<file path="config.mk">
export PLATFORM = sky130hd
export DESIGN_NAME = timer_peripheral
export DESIGN_NICKNAME = d
export VERILOG_FILES = /design/src/rtl/timer_pkg.sv /design/src/rtl/timer_prescaler.sv /design/src/rtl/timer_peripheral.sv
export SDC_FILE = /design/constraint.sdc
export NUM_CORES = 1
export LEC_CHECK = 0
export CAP_MARGIN = 10
export CORE_MARGIN = 1
export CORE_UTILIZATION = 25
export CTS_BUF_LIST = sky130_fd_sc_hd__clkbuf_16
export DETAILED_ROUTE_END_ITERATION = 8
export GPL_ROUTABILITY_DRIVEN = 0
export GPL_TIMING_DRIVEN = 0
export PLACE_DENSITY_LB_ADDON = 0.25
export SLEW_MARGIN = 20
export SYNTH_ARGS = -nofsm -noshare
export SYNTH_HDL_FRONTEND = slang
export SYNTH_HIERARCHICAL = 1
export SYNTH_SLANG_ARGS = --single-unit
</file>
<file path="constraint.sdc">
create_clock -name clk -period 2.4 [get_ports clk]
set_input_delay 0.36 -clock clk [delete_from_list [all_inputs] [get_ports clk]]
set_output_delay 0.36 -clock clk [all_outputs]
set_load 0.05 [all_outputs]
</file>
<file path="src/rtl/timer_pkg.sv">
// Register map, CTRL layout and byte-lane helper shared by the timer block.
// No logic state; pure definitions.
// No flow control; used by combinational and registered code alike.
package timer_pkg;

    localparam logic [2:0] TMR_CTRL     = 3'd0;
    localparam logic [2:0] TMR_PRESCALE = 3'd1;
    localparam logic [2:0] TMR_RELOAD   = 3'd2;
    localparam logic [2:0] TMR_COUNT    = 3'd3;
    localparam logic [2:0] TMR_STATUS   = 3'd4;

    localparam int CTRL_EN_BIT   = 0;
    localparam int CTRL_IE_BIT   = 1;
    localparam int CTRL_AUTO_BIT = 2;

    typedef struct packed {
        logic auto_reload;
        logic ie;
        logic en;
    } tmr_ctrl_t;

    function automatic logic [15:0] byte_merge(input logic [15:0] old_v,
                                               input logic [15:0] new_v,
                                               input logic [1:0]  be);
        return {be[1] ? new_v[15:8] : old_v[15:8],
                be[0] ? new_v[7:0]  : old_v[7:0]};
    endfunction

endpackage

</file>
<file path="src/rtl/timer_prescaler.sv">
// Prescale divider: pulses tick once every PRESCALE+1 enabled cycles.
// tick is combinational from the held count; count updates each edge.
// No backpressure; restart forces the count to zero.
module timer_prescaler (
    input  logic        clk,
    input  logic        reset,
    input  logic        en,
    input  logic        restart,
    input  logic [15:0] prescale,
    output logic        tick
);

    logic [15:0] pcnt;

    assign tick = en && (pcnt == prescale);

    // A count above a freshly lowered PRESCALE wraps through 16'hFFFF.
    always_ff @(posedge clk or negedge reset) begin
        if (!reset) begin
            pcnt <= 16'h0000;
        end else if (restart || tick) begin
            pcnt <= 16'h0000;
        end else if (en) begin
            pcnt <= pcnt + 16'h0001;
        end
    end

endmodule

</file>
<file path="src/rtl/timer_peripheral.sv">
// Memory-mapped prescaled 16-bit countdown timer with level interrupt.
// Reads are combinational; writes land on the edge with dwrite_en != 0.
// No backpressure; every bus access completes in its own cycle.
module timer_peripheral
    import timer_pkg::*;
#(
    parameter logic [15:0] BASE = 16'hFF00
) (
    input  logic        clk,
    input  logic        reset,
    input  logic [15:0] dread_addr,
    output logic [15:0] dread_data,
    input  logic [15:0] dwrite_addr,
    input  logic [15:0] dwrite_data,
    input  logic [1:0]  dwrite_en,
    output logic        interrupt
);

    tmr_ctrl_t   ctrl;
    logic [15:0] prescale;
    logic [15:0] reload;
    logic [15:0] count;
    logic        pend;
    logic        tick;

    logic        wr_hit;
    logic [2:0]  wr_idx;
    logic        wr_ctrl;
    logic        wr_pre;
    logic        wr_rel;
    logic        wr_cnt;
    logic        w1c_pend;
    logic        restart;
    logic        expire;
    logic        unused_addr_lsb;

    assign unused_addr_lsb = dread_addr[0] ^ dwrite_addr[0];

    assign wr_hit   = (dwrite_en != 2'b00) && (dwrite_addr[15:4] == BASE[15:4]);
    assign wr_idx   = dwrite_addr[3:1];
    // CTRL and STATUS bits all live in the low byte lane.
    assign wr_ctrl  = wr_hit && (wr_idx == TMR_CTRL) && dwrite_en[0];
    assign wr_pre   = wr_hit && (wr_idx == TMR_PRESCALE);
    assign wr_rel   = wr_hit && (wr_idx == TMR_RELOAD);
    assign wr_cnt   = wr_hit && (wr_idx == TMR_COUNT);
    assign w1c_pend = wr_hit && (wr_idx == TMR_STATUS) && dwrite_en[0] && dwrite_data[0];
    assign restart  = wr_ctrl && !ctrl.en && dwrite_data[CTRL_EN_BIT];
    // A CPU write to COUNT preempts both the decrement and expiry.
    assign expire   = tick && (count == 16'h0000) && !wr_cnt;

    timer_prescaler u_prescaler (
        .clk      (clk),
        .reset    (reset),
        .en       (ctrl.en),
        .restart  (restart),
        .prescale (prescale),
        .tick     (tick)
    );

    always_ff @(posedge clk or negedge reset) begin
        if (!reset) begin
            ctrl     <= '0;
            prescale <= 16'h0000;
            reload   <= 16'h0000;
            count    <= 16'h0000;
            pend     <= 1'b0;
        end else begin
            if (wr_pre) prescale <= byte_merge(prescale, dwrite_data, dwrite_en);
            if (wr_rel) reload   <= byte_merge(reload, dwrite_data, dwrite_en);

            if (wr_cnt) begin
                count <= byte_merge(count, dwrite_data, dwrite_en);
            end else if (tick) begin
                if (count != 16'h0000)   count <= count - 16'h0001;
                else if (ctrl.auto_reload) count <= reload;
            end

            if (expire)        pend <= 1'b1;
            else if (w1c_pend) pend <= 1'b0;

            if (wr_ctrl) begin
                ctrl <= tmr_ctrl_t'(dwrite_data[CTRL_AUTO_BIT:CTRL_EN_BIT]);
            end else if (expire && !ctrl.auto_reload) begin
                ctrl.en <= 1'b0;
            end
        end
    end

    always_comb begin
        dread_data = 16'h0000;
        if (dread_addr[15:4] == BASE[15:4]) begin
            case (dread_addr[3:1])
                TMR_CTRL:     dread_data = {13'd0, ctrl};
                TMR_PRESCALE: dread_data = prescale;
                TMR_RELOAD:   dread_data = reload;
                TMR_COUNT:    dread_data = count;
                TMR_STATUS:   dread_data = {15'd0, pend};
                default:      dread_data = 16'h0000;
            endcase
        end
    end

    assign interrupt = pend & ctrl.ie;

endmodule

</file>
==> results of run 1 <==
[flip-flops by register name (all words and copies together) (netlist names)]
| name | count |
|---|---|
| count | 16 |
| ctrl | 3 |
| pend | 1 |
| prescale | 16 |
| reload | 16 |
| u_prescaler/pcnt | 16 |
[synthesized netlist by cell type, drive strengths merged, types with 9 or more instances]
master / instances / area (um^2)
dfrtp: 68 / 1700
nor2: 51 / 191
mux2: 50 / 571
xnor2: 26 / 228
nand2: 21 / 88.8
a21oi: 17 / 85.1
nor3: 16 / 80.1
a22oi: 13 / 97.6
nand3: 12 / 60.1
nand4: 12 / 75.1
clkbuf: 11 / 51.3
inv: 11 / 41.3
xor2: 11 / 96.3
a211oi: 10 / 75.1
o21ai: 10 / 50.1
buf: 9 / 73.8
[critical path, cell delays in order (launching register included)]
cell and delay (ns):
dfrtp_2 0.42, inv_4 0.09, ha_4 0.14, nand2b_4 0.07, or4_4 0.45, or2_1 0.24, buf_6 0.14, o211ai_2 0.16
buf_6 0.18, nand2_2 0.08, mux2_4 0.30
[stage by stage]
| stage | setup slack [ns] | instance area [um^2] | total power, mW | hold slack (ns) |
|---|---|---|---|---|
| global route | -0.0502 | 5760 | 2.71 | 0.546 |
| floorplan | -0.126 | 4250 | 1.23 | 0.0644 |
| global placement | -1.46 | 5160 | 1.37 | 0.508 |
| finish | 0.0140 | 5760 | 2.61 | 0.510 |
| CTS | -0.0317 | 5640 | 2.65 | 0.518 |
| detailed placement | -1.08 | 5180 | 1.38 | 0.342 |
[placed cells by master (no fill, tap or decap), drive strengths merged, types with 2 or more instances in the layout]
cell,netlist,routed
nand2b,3,3
a22oi,13,13
nor2,51,51
inv,11,12
nand4,12,12
or3,5,5
a221oi,4,4
buf,9,44
mux2,50,50
nor4b,2,2
nor4,7,7
clkdlybuf4s50,0,46
nor2b,4,4
dfrtp,68,68
a211oi,10,10
clkinv,0,3
a21oi,17,17
ha,3,3
and3,3,3
or2,3,3
nand3b,3,3
nand3,12,12
xnor2,26,26
o21ai,10,10
a2bb2oi,2,2
a22o,2,2
clkbuf,11,20
nand2,21,21
and2,5,5
or4,3,3
nor3,16,16
o22ai,2,2
o31ai,2,2
xor2,11,11
mux4,3,3
mux2i,5,5
[kinds of logic after synthesis]
| family | after synthesis | share of synthesized area, % |
|---|---|---|
| XOR/XNOR | 37 | 7.63 |
| AND/OR/NAND/NOR | 156 | 19.8 |
| flip-flops | 68 | 40.1 |
| AO/OA/AOI/OAI | 71 | 11.5 |
| multiplexers | 58 | 16.2 |
| adder cells (fa/ha/maj) | 3 | 0.884 |
| buffers and inverters | 31 | 3.92 |
[routing by layer]
metal | global-route usage (%) | wire length, um | up-vias
met5 | 0 | 0 | -
met4 | 5.62 | 263 | 0
met3 | 2.73 | 506 | 20
met2 | 25.9 | 6600 | 96
met1 | 20.8 | 6060 | 1827
li1 | - | - | 1738
[where the power goes]
part	internal, mW	leakage, nW	switching, mW	total (mW)
Sequential	1.15	0.826	0.00636	1.16
Combinational	0.103	1.40	0.0984	0.201
Clock	0.779	0.137	0.470	1.25
Total	2.03	2.36	0.575	2.61
[cell type report]
class | count | area (um^2)
clock buffers | 9 | 225
fillers | 1694 | 10800
flip-flops and latches | 68 | 1700
repair buffers | 85 | 807
plain buffers | 18 | 149
well taps | 220 | 275
inverters | 11 | 43.8
multi-input cells | 325 | 2510
clock inverters | 5 | 46.3
[what timing repair did]
| action | 4_1_cts | 5_1_grt |
|---|---|---|
| pin swaps | 6 | 7 |
| hold buffers | 1 | 0 |
| gates resized for setup | 134 | 15 |
| cloned | 0 | 1 |
| setup endpoints to repair | 33 | 45 |
| endpoints found under the hold margin | 31 | 0 |
| buffers inserted | 7 | 11 |
[worst max path at each step]
stage | cells after the start | from | endpoint | slack (ns)
floorplan | 7 | dread_addr[1] | dread_data[10] | -0.13
global placement | 1 | reset | reload[2] | -1.46
detailed placement | 8 | dread_addr[4] | dread_data[14] | -1.08
CTS | 9 | dwrite_addr[4] | count[9] | -0.03
global route | 11 | count[0] | count[11] | -0.05
finish | 10 | count[0] | count[2] | 0.01
==> flow_summary.ini, run 1 <==
[routing]
post-route-drc-count = 0
wl_per_cell_um = 18.1
first_pass_iters = 4
via_per_inst = 4.97
ant_nets = 0
initialDrtViolationCount = 190
drt-total-wl_um = 13400
vias = 3681

[min_path]
hold_class = in -> async

[critical_path]
r2r-end = count[2]
reg2reg_depth = 10
arrival_ns = 2.60
crit_fanout = 8
r2r_start = count[0]
rrSetupSlack_ns = 0.01
startpoint_type = register
critical_path_class = reg -> reg
worstSetupEndpointType = register
required_ns = 2.61

[synth]
syn_nets = 479
yosysSeqAreaShare_pct = 40.1
async_flop_share_pct = 100
yosys_register_bits = 68
mappedNetlistArea_um2 = 4250
yosys_warnings = 6
post_synth.cell_area_avg_um2 = 10.0
yosys.cell_types.count = 59
synth_edf_count = 0
synth_flop_cell = dfrtp_1
synthCells = 424

[place]
place_hpwl_um = 10000
portBuffers = 64
numPlacedInstances = 709

[clock_network]
cts_buffers = 9
cts_tree = done
cts-root-buf = clkbuf_16
clock_sinks = 68
htree_levels = 3
path_clk_slew_ns = 0.06
clock_path_buffers = 2
clk-insertion-delay-late_ns = 0.33

[sta]
skew_ns = 0.0117
max_freq_mhz = 419
tightest_slew_ns = 0.601
setup_viol = 0
slew_viol_final = 0
slew_headroom_pct = 59.9
rsz0062_at_grt = true
hold_viol = 0
fin_setup_tns_ns = 0
period_share_pct = 99.4
period_needed_ns = 2.39

[floorplanning]
fp.dieH_um = 132
pin_count = 69
core_um2 = 16600
initial_utilization_pct = 25.6
die-width_um = 132
die-area_um2 = 17500
rows = 47

[finish]
final_layout_size_suffix_gt1_share_pct = 29.0
layout.cells.non_filler = 741
final_util_pct = 34.7
syn2layout_area_growth_pct = 35.7
n_antenna_cell = 0
nNetsFinal = 573

[grt]
overflow = 0
grtUsageTotal_pct = 15.8
grt_pass1_wl_um = 21200
grt_pass1_vias = 3824
grt_max_degree = 38
antenna_found_initial = 0

[power_and_ir_drop]
p_leak_nw = 2.36
power.density_nw_per_um2 = 453
worst_ir_drop_vdd_mv = 0.307

[status]
status = finished clean

[job]
cap_violations = 0
Note: power is estimated with default switching activity, not from simulation.
==> inputs of run 2 (changes only) <==
Settings changed: ABC_AREA set to 1, CORE_UTILIZATION 25 to 40.
==> run 2 against run 1 <==
Against the previous run: core utilization is 17 points higher; register-to-register slack better by 0.28 ns; hold slack worse by 0.081 ns; cell count is 34% higher; worst setup slack better by 0.042 ns; power is 4.3% higher; sequential power hardly changed; critical path depth is 3 lower; synthesized cell count is 79% higher; non-clock buffer count is 22 lower; largest cell class unchanged; largest power group unchanged; highest routed layer unchanged.
==> flow_summary.ini, run 2 <==
[sta]
period_share_pct = 97.7
slew_headroom_pct = 66.6
hold_viol = 0
setup_slack_ns = 0.0560
tightest_slew_ns = 0.499
fin_setup_tns_ns = 0
period_needed_ns = 2.34
setup_viol = 0
rsz0062_at_grt = true
skew_ns = 0.00765
slew_viol_final = 0
max_freq_mhz = 427

[floorplanning]
die-area_um2 = 12700
rows = 40
fp.dieH_um = 113
die-width_um = 113
pin_count = 69
initial_utilization_pct = 41.0
core_um2 = 12000

[clock_network]
cts-root-buf = clkbuf_16
path_clk_slew_ns = 0.06
clock_path_buffers = 2
clk-insertion-delay-late_ns = 0.34
cts_buffers = 9
cts_tree = done
htree_levels = 3
clock_sinks = 68

[routing]
drt-total-wl_um = 14400
ant_nets = 0
vias = 4999
initialDrtViolationCount = 365
first_pass_iters = 5
via_per_inst = 5.03
post-route-drc-count = 0
wl_per_cell_um = 14.5

[critical_path]
cp.buffers_inverters = 4
startpoint_type = input pin
crit_slowest_cell = clkdlybuf4s50_1
reg2reg_depth = 9
worstSetupEndpoint = dread_data[6]
critPathLaunch = dread_addr[5]
crit_fanout = 10
r2r_start = count[0]
required_ns = 2.04
rrSetupSlack_ns = 0.29
arrival_ns = 1.98
worstSetupEndpointType = output port
critical_path_class = in -> out
cpLargestDelayFamily = buffers and inverters
r2r-end = count[7]
slowest_delay_ns = 0.42
cp_common_cell = buf_6
cp.depth = 7
path_cells = clkdlybuf4s50_1, nor4_2, nand3b_1, buf_4, buf_6, a31oi_2, buf_6

[finish]
nNetsFinal = 898
final_layout_size_suffix_gt1_share_pct = 12.4
mostFrequentLayoutCell = nand2_1
syn2layout_area_growth_pct = 27.0
layout_common_cells = nand2_1 (279), inv_1 (107), nor2_1 (73)
final_util_pct = 52.0
n_antenna_cell = 0

[synth]
yosys_register_bits = 68
yosysSeqAreaShare_pct = 34.7
synth_edf_count = 0
mappedNetlistArea_um2 = 4900
synthCells = 761
post_synth.cell_area_avg_um2 = 6.44
synth_top_area_share_pct = 34.7
synth_flop_cell = dfrtp_1
ys_top_cells_by_area = dfrtp_1 (35%), nand2_1 (21%), inv_1 (8.4%)
yosys.cell_types.count = 38
syn_nets = 816
yosysTopAreaCell = dfrtp_1
synth.most_common_cell = nand2_1
ys_top_cells_by_count = nand2_1 (279), inv_1 (109), nor2_1 (75), dfrtp_1 (68), nand3_1 (55)
yosys_warnings = 6
async_flop_share_pct = 100

[grt]
antenna_found_initial = 0
grt_pass1_wl_um = 24200
grt_max_degree = 54
grt_pass1_vias = 4842
overflow = 0
grtUsageTotal_pct = 24.4

[place]
place_hpwl_um = 11100
portBuffers = 66
post-place-ws_ns = -1.03

[min_path]
hold_class = in -> async

[power_and_ir_drop]
power.density_nw_per_um2 = 437
total_power_mw = 2.72
worst_ir_drop_vdd_mv = 0.298
p_leak_nw = 3.04

[status]
status = finished clean

[job]
cap_violations = 0
## run 2: cell count changes after synthesis, sizes merged, moves of 8 or more
| cell | previous run | this run |
|---|---|---|
| o21ai | 10 | 48 |
| a211oi | 10 | 0 |
| nand3 | 12 | 59 |
| mux2 | 50 | 8 |
| inv | 11 | 116 |
| nand2 | 21 | 287 |
| clkbuf | 11 | 3 |
| nor2 | 51 | 86 |
| a31oi | 1 | 14 |
| xnor2 | 26 | 1 |
| a22oi | 13 | 0 |
## run 2: how the worst min path moves through the flow
stage	from	endpoint	slack (ns)	depth (start not counted)
final	reset	u_prescaler/pcnt[5]	0.43	2
after global routing	reset	u_prescaler/pcnt[5]	0.46	2
after CTS	reset	u_prescaler/pcnt[5]	0.43	2
after detailed placement	reset	u_prescaler/pcnt[0]	0.25	1
after global placement	count[0]	count[0]	0.47	2
after floorplan	reset	count[0]	0.06	0
## run 2: kinds of logic after synthesis
family / synth area share [%]
AND/OR/NAND/NOR: 42.5
XOR/XNOR: 1.61
flip-flops: 34.7
adder cells (fa/ha/maj): 0.766
AO/OA/AOI/OAI: 8.48
buffers and inverters: 10.1
multiplexers: 1.84
## run 2: where the power goes
group	leakage (nW)	internal [mW]	switching, mW
Clock	0.128	0.683	0.500
Combinational	2.05	0.156	0.224
Sequential	0.856	1.15	0.00717
Total	3.04	1.99	0.731
## run 2: repair_timing
action                                  4_1_cts  5_1_grt
pin swaps                                     0        0
endpoints found under the hold margin        15        0
resized for setup                           119       42
hold buffers                                  1        0
buffers inserted                              3        0
endpoints found under the setup margin       16       16
## run 2: area by class of cell
cell class                      instances  area (um^2)
Clock inverter                          6         33.8
Clock buffer                            9          225
Multi-Input combinational cell        565         2860
Sequential cell                        68         1700
Fill cell                            1195         5740
Tap cell                              147          184
Timing Repair Buffer                   71          704
Inverter                              118          445
Buffer                                 10         70.1
## run 2: metrics by stage
stage	hold WS, ns	cell area (um^2)	cells
floorplan	0.0644	4900	761
global placement	0.466	5740	974
detailed placement	0.245	5770	975
CTS	0.431	6080	994
global route	0.465	6220	994
finish	0.429	6220	994
## run 2: routing by layer
metal,GRT usage (%),wire length (um),vias up
li1,-,-,2564
met1,31.6,6420,2270
met2,40.8,6850,138
met3,4.37,839,27
met4,8.53,266,0
met5,0,0,-
==> inputs of run 3 (changes only) <==
Settings changed: ABC_AREA 1 to not set, SLEW_MARGIN 20 to not set.
==> run 3 against run 2 <==
Against the previous run: first-iteration DRC count fell by 43%; global-route usage shrank 1.3 points; design area decreased by 11%; power is 7.9% lower; combinational power decreased by 50%; sequential share of layout area grew 3.3 points; worst setup slack worse by 0.039 ns; critical endpoint is now count[8]; largest cell class unchanged; highest routed layer unchanged.
==> flow_summary.ini, run 3 (synthesized netlist as in run 1, its figures left out) <==
[clock_network]
cts_tree = done
clock_path_buffers = 2
clock_sinks = 68
cts_buffers = 9
clk-insertion-delay-late_ns = 0.33
path_clk_slew_ns = 0.05
htree_levels = 3
cts-root-buf = clkbuf_16

[critical_path]
cp.buffers_inverters = 3
cp_common_cell = buf_6
cpLargestDelayFamily = simple AND/OR/NAND/NOR gates
crit_fanout = 7
worstSetupEndpointType = register
critical_path_class = reg -> reg
required_ns = 2.61
cp.depth = 10
crit_slowest_cell = or4_4
arrival_ns = 2.60
reg2reg_depth = 10
path_cells = inv_4, ha_4, nand2b_4, or4_4, or2_1, buf_6, o211ai_4, buf_6, nand2_4, mux2_4
slowest_delay_ns = 0.44
startpoint_type = register

[routing]
wl_per_cell_um = 18.7
vias = 3721
via_per_inst = 5.73
initialDrtViolationCount = 209
first_pass_iters = 5
post-route-drc-count = 0
ant_nets = 0
drt-total-wl_um = 12100

[grt]
grt_pass1_wl_um = 19600
grt_max_degree = 69
grt_pass1_vias = 3722
overflow = 0
antenna_found_initial = 0
grtUsageTotal_pct = 23.1

[place]
place_hpwl_um = 8910
numPlacedInstances = 624
portBuffers = 64
post-place-ws_ns = -1.03

[sta]
slew_viol_final = 0
setup_viol = 0
period_share_pct = 99.3
max_freq_mhz = 420
hold_viol = 0
tightest_slew_ns = 0.886
setup_slack_ns = 0.0174
slew_headroom_pct = 40.9
period_needed_ns = 2.38
skew_ns = 0.00704
rsz0062_at_grt = true

[min_path]
hold_class = in -> async

[finish]
layout_common_cells = dfrtp_1 (67), mux2_2 (48), clkdlybuf4s50_1 (45)
n_antenna_cell = 0
mostFrequentLayoutCell = dfrtp_1
final_layout_size_suffix_gt1_share_pct = 27.7
final_util_pct = 53.9
nNetsFinal = 563
nFillCells = 884
layout.cells.non_filler = 649
syn2layout_area_growth_pct = 31.1

[power_and_ir_drop]
p_leak_nw = 2.34
power.density_nw_per_um2 = 450
total_power_mw = 2.51
worst_ir_drop_vdd_mv = 0.283

[floorplanning]
die-width_um = 105
rows = 37
initial_utilization_pct = 41.1
fp.dieH_um = 105
pin_count = 69
core_um2 = 10300
die-area_um2 = 11000

[status]
status = finished clean

[job]
cap_violations = 0
-- run 3: changes by cell type in the layout (fill, tap and decap cells not counted), moves of 7 or more --
cell	change
inv_2	-8
nand2_1	-262
inv_1	-94
o21ai_1	-10
a31oi_2	-7
nor3_1	+9
mux2_2	+40
nand3_1	-44
a22oi_1	+13
a211oi_1	+7
o21ai_0	-28
nor2_1	-29
xnor2_1	+25
-- run 3: worst paths after layout --
path	startpoint	to	slack, ns
max	count[0]	count[8]	0.02
min	reset	ctrl[1]	0.15
max reg2reg	count[0]	count[8]	0.02
min reg2reg	reload[12]	reload[12]	0.53
max in group asynchronous	reset	count[0]	1.63
min in group clk	reload[12]	reload[12]	0.53
-- run 3: area by class of cell --
cell class	instances	area, um^2	share of cell area, %
Buffer	18	139	2.50
Sequential cell	68	1700	30.6
Inverter	11	43.8	0.787
Tap cell	136	170	3.06
Clock buffer	9	225	4.05
Timing Repair Buffer	75	726	13.0
Clock inverter	7	28.8	0.517
Multi-Input combinational cell	325	2530	45.4
-- run 3: report_power, final --
group | total (mW) | switching (mW) | internal, mW | leakage, nW
registers | 1.16 | 0.00658 | 1.15 | 0.826
clock network | 1.16 | 0.480 | 0.676 | 0.142
logic | 0.191 | 0.0925 | 0.0989 | 1.37
-- run 3: worst reg2reg max path, cell delays in order, from the launching register on --
cell and delay, ns:
dfrtp_2 0.42, inv_4 0.08, ha_4 0.15, nand2b_4 0.06
or4_4 0.44, or2_1 0.23, buf_6 0.14, o211ai_4 0.17
buf_6 0.16, nand2_4 0.10, mux2_4 0.31
-- run 3: through the flow --
| stage | area [um^2] | TNS [ns] | hold WS [ns] |
|---|---|---|---|
| floorplan | 4250 | -1.26 | 0.0644 |
| global placement | 5060 | -122.85 | 0.509 |
| detailed placement | 5050 | -29.54 | 0.512 |
| CTS | 5400 | 0 | 0.192 |
| global route | 5560 | -0.131 | 0.219 |
| finish | 5560 | 0 | 0.154 |
-- run 3: timing repair --
item,4_1_cts,5_1_grt
resized for setup,104,43
pin swaps,0,7
buffers inserted,4,6
setup endpoints to repair,33,73
hold buffers,0,0
cloned,0,1
-- run 3: per-layer routing --
layer / track usage [%] / wire length (um) / vias up / share of wire [%]
li1: - / - / 1727 / -
met1: 29.7 / 5270 / 1848 / 43
met2: 39.6 / 6050 / 128 / 50
met3: 3.81 / 594 / 18 / 4.9
met4: 7.24 / 238 / 0 / 2.0
met5: 0 / 0 / - / 0
